### config.mk
export PLATFORM = sky130hd
export DESIGN_NAME = piece_geometry
export DESIGN_NICKNAME = d
export VERILOG_FILES = /design/src/rtl/chess_pkg.sv /design/src/rtl/piece_geometry.sv
export SDC_FILE = /design/constraint.sdc
export NUM_CORES = 1
export LEC_CHECK = 0
export CORE_ASPECT_RATIO = 0.75
export CORE_MARGIN = 3
export CORE_UTILIZATION = 35
export DETAILED_ROUTE_END_ITERATION = 16
export PLACE_DENSITY = 0.71
export RECOVER_POWER = 100
export SLEW_MARGIN = 5
export SYNTH_ARGS = -nofsm -noshare
export SYNTH_HDL_FRONTEND = slang
export SYNTH_SLANG_ARGS = --single-unit
### constraint.sdc
create_clock -name vclk -period 7
set_input_delay 1.4 -clock vclk [all_inputs]
set_output_delay 1.4 -clock vclk [all_outputs]
set_load 0.005 [all_outputs]
### src/rtl/chess_pkg.sv
// Shared chess encodings for the move checker: piece codes, square geometry widths,
// FSM states and small board-access helpers.
package chess_pkg;

  localparam int SQ_W      = 6;
  localparam int ROW_W     = 3;
  localparam int COL_W     = 3;
  localparam int SLICE_W   = 4;
  localparam int COLOR_BIT = 3;
  localparam int BOARD_W   = 64 * SLICE_W;

  typedef enum logic [2:0] {
    P_EMPTY  = 3'd0,
    P_PAWN   = 3'd1,
    P_KNIGHT = 3'd2,
    P_BISHOP = 3'd3,
    P_ROOK   = 3'd4,
    P_QUEEN  = 3'd5,
    P_KING   = 3'd6,
    P_BAD    = 3'd7
  } piece_e;

  typedef enum logic [1:0] {
    IDLE   = 2'd0,
    DECODE = 2'd1,
    WALK   = 2'd2,
    DONE   = 2'd3
  } state_e;

  function automatic logic [SLICE_W-1:0] square_at(input logic [BOARD_W-1:0] b,
                                                   input logic [SQ_W-1:0]    sq);
    return b[{sq, 2'b00} +: SLICE_W];
  endfunction

  function automatic logic is_empty(input logic [SLICE_W-1:0] p);
    return piece_e'(p[2:0]) == P_EMPTY;
  endfunction

  function automatic logic [2:0] abs_diff(input logic [2:0] a, input logic [2:0] b);
    return (a > b) ? a - b : b - a;
  endfunction

endpackage

### src/rtl/piece_geometry.sv
// Pure row/column geometry for one piece moving from one square to another:
// shape legality, whether the piece slides, the per-square step and the path length.
module piece_geometry
  import chess_pkg::*;
(
  input  logic [SLICE_W-1:0] piece,
  input  logic [SQ_W-1:0]    from,
  input  logic [SQ_W-1:0]    to,
  output logic               geometry_ok,
  output logic               sliding,
  output logic               capture_only,
  output logic [SQ_W-1:0]    step,
  output logic [2:0]         n_mid
);
  logic [ROW_W-1:0] fr, tr;
  logic [COL_W-1:0] fc, tc;
  logic [2:0]       adr, adc, span;
  logic             white, ahead, pawn_row;
  logic             push1, push2, diag_step;
  logic [SQ_W-1:0]  row_step, col_step;
  piece_e           kind;

  assign fr   = from[5:3];
  assign fc   = from[2:0];
  assign tr   = to[5:3];
  assign tc   = to[2:0];
  assign adr  = abs_diff(fr, tr);
  assign adc  = abs_diff(fc, tc);
  assign span = (adr > adc) ? adr : adc;
  assign kind = piece_e'(piece[2:0]);

  assign white    = ~piece[COLOR_BIT];
  assign ahead    = white ? (tr > fr) : (tr < fr);
  assign pawn_row = white ? (fr == 3'd1) : (fr == 3'd6);

  assign push1     = (adc == 3'd0) && ahead && (adr == 3'd1);
  assign push2     = (adc == 3'd0) && ahead && (adr == 3'd2) && pawn_row;
  assign diag_step = (adc == 3'd1) && ahead && (adr == 3'd1);

  // Offsets are two's complement mod 64 so the walker can simply add them.
  assign row_step = (tr > fr) ? 6'd8 : (tr < fr) ? 6'd56 : 6'd0;
  assign col_step = (tc > fc) ? 6'd1 : (tc < fc) ? 6'd63 : 6'd0;
  assign step     = row_step + col_step;

  always_comb begin
    // NOTE: every output gets a default first so no branch can infer a latch.
    geometry_ok  = 1'b0;
    sliding      = 1'b0;
    capture_only = 1'b0;
    n_mid        = 3'd0;
    case (kind)
      P_PAWN: begin
        geometry_ok  = push1 | push2 | diag_step;
        capture_only = diag_step;
        n_mid        = push2 ? 3'd1 : 3'd0;
      end
      P_KNIGHT: geometry_ok = ((adr == 3'd1) && (adc == 3'd2)) || ((adr == 3'd2) && (adc == 3'd1));
      P_BISHOP: begin
        geometry_ok = (adr == adc);
        sliding     = 1'b1;
      end
      P_ROOK: begin
        geometry_ok = (adr == 3'd0) || (adc == 3'd0);
        sliding     = 1'b1;
      end
      P_QUEEN: begin
        geometry_ok = (adr == 3'd0) || (adc == 3'd0) || (adr == adc);
        sliding     = 1'b1;
      end
      P_KING:  geometry_ok = (span == 3'd1);
      default: geometry_ok = 1'b0;
    endcase
    if (sliding && span != 3'd0) n_mid = span - 3'd1;
  end

endmodule

==> reports/metrics.cfg <==
[grt]
grt_use_total = 0.152
grt_max_degree = 14
grt_remaining_overflow = 0
grt_pass1_wl_um = 5120
antenna_found_initial = 0
grt_pass1_vias = 1166

[floorplanning]
dieArea_um2 = 3950
design.core.area_um2 = 3020
dieHeight_um = 55.2
io_pins = 28
die_x_um = 71.6
rows = 17
start_util = 0.374

[sta]
slew_violations = 0
relSlewSlack = 0.718
setup_viol = 0
finalCritPeriodShare = 0.973
setup_tns_ns = 0
hold_viol_final = 0
postLayoutSetupSlackWorst_ns = 0.189
finalCriticalPeriod_ns = 6.81
worst_pin_slew_ns = 0.420
fmax_ghz = 0.147

[cells_and_area]
nNetsFinal = 232
seqCellArea_um2 = 0
drive_gt1_frac = 0.138
fillers = 307
clkbuf_count = 0
seq_cells = 0
n_antenna_cell = 0
synthToLayoutAreaGrowth_pct = 41.0
multiInputGateArea_um2 = 1070
layoutNonFillerInstCount = 227

[critical_path]
critPathMaxStageDelay_ns = 0.48
crit_fanout = 6
cpMaxStageDelayCell = clkdlybuf4s50_1
worstPathArrival_ns = 5.41
crit_path_cell_trace = clkdlybuf4s50_1, inv_1, ha_1, and3_1, a211oi_2, mux2_4, ha_4, nor2b_1, o21ai_1, and2_4, a31oi_4, mux2_4, ha_1, and4b_1, a21oi_1, nand4_1, clkdlybuf4s50_1
critPathLaunchType = input port
timing.critical_path.buf_inv = 3
crit_family = buffers and inverters
critPathRequiredTime_ns = 5.60
critPathCaptureType = primary output
path_class = in2out

[placed_design]
portBuffers = 28
dp.final_hpwl_um = 2540
placed_cells = 222
place_congestion = 0.966
post-place-ws_ns = -0.130

[pwr]
switchingPower_mw = 0.105
p_clk_frac = 0
p_seq_frac = 0
p_per_area_nw_per_um2 = 135
ir_drop_v = 0.0000535
p_int_mw = 0.111
power_mw = 0.215
swShare = 0.486
combPwrFrac = 1.000
leakagePower_nw = 0.763

[logic_synthesis]
synth.most_common_cell = inv_1
synth.distinct_cells = 44
synth.avg_cell_area_um2 = 7.29
synth_area_leaders = ha_1 (21%), fa_1 (11%), inv_1 (10%), nor2b_1 (3.3%), nand2_1 (3.0%)
syn_area_um2 = 1130
yosysSeqAreaShare = 0
yosysWarnings = 0
synth_common_cells = inv_1 (31), ha_1 (19), nand2_1 (9)
synthesis.nets = 196
synth_top_area_frac = 0.210
synthCells = 155
yosysTopAreaCell = ha_1

[routing]
vias_per_cell = 5.41
drc = 0
finalWirelength_um = 3220
vias = 1229
post_drt_wl_per_cell_um = 14.2
drtPass1Iterations = 4
drt_iter0_markers = 65
ant_nets = 0

[status]
status = completed

[min_path]
holdCritPathClass = in2out

[job]
maxCapViolCount = 0

## power by group through the flow
stage                     registers, mW  clock network, mW  logic [mW]
after CTS                             0                  0       0.183
final                                 0                  0       0.215
after global placement                0                  0       0.163
after floorplan                       0                  0       0.108
after global routing                  0                  0       0.236
after detailed placement              0                  0       0.172
## worst paths after layout
check  startpoint           to  slack, ns  depth (start not counted)
max       from[4]  geometry_ok       0.19                         17
min      piece[0]     n_mid[2]       3.79                          4
## cell type report
type                            count  share of cell area
Tap cell                           38              0.0299
Timing Repair Buffer               38               0.225
Inverter                           31              0.0731
Multi-Input combinational cell    120               0.672
## tightest hold or removal path, stage by stage
cell and delay (ns):
clkdlybuf4s50_1 0.58, a21oi_1 0.15, a21oi_1 0.12, dlymetal6s2s_1 0.13
## kinds of logic (layout without fill, tap and decap cells)
kind of cell    after synthesis  count (layout)  synth area share
compound gates               33              33             0.220
xor+xnor                      1               1           0.00775
fa+ha+maj                    25              25             0.317
buf+inv                      35              69             0.125
mux                           4               4            0.0421
simple gates                 57              57             0.288
## placed cells by master (no fill, tap or decap), types with 3 or more instances in the layout
cell and instances:
clkdlybuf4s50_1 18, dlygate4sd3_1 7, nor3_1 3, buf_4 10
nand3_1 4, fa_1 5, nand2_1 9, and2_1 3
inv_1 31, nor2_1 8, nand3b_1 3, nand2b_1 4
ha_1 17, a21o_1 3, o211ai_1 4, a21oi_1 5
nor2b_1 6
## timing repair
item	in CTS	in global routing
buffers inserted	2	3
gates resized for setup	4	16
hold buffers	0	0
pin swaps	0	4
endpoints found under the setup margin	4	4
## per-stage QoR
step	cell area [um2]	hold WS (ns)	utilization
4_1_cts	1500	3.98	0.497
2_1_floorplan	1130	2.93	-
3_3_place_gp	1470	4.05	0.487
6_report	1590	3.79	0.527
5_1_grt	1590	3.92	0.527
3_5_place_dp	1470	4.09	0.487
## routing by layer
layer,up-vias,GRT usage,share of wire
met2,35,0.267,0.50
met3,2,0.0109,0.042
li1,603,-,-
met4,0,0.0214,0.0047
met5,-,0,0
met1,589,0.207,0.45
No activity file was read; power rests on OpenSTA's default activity.
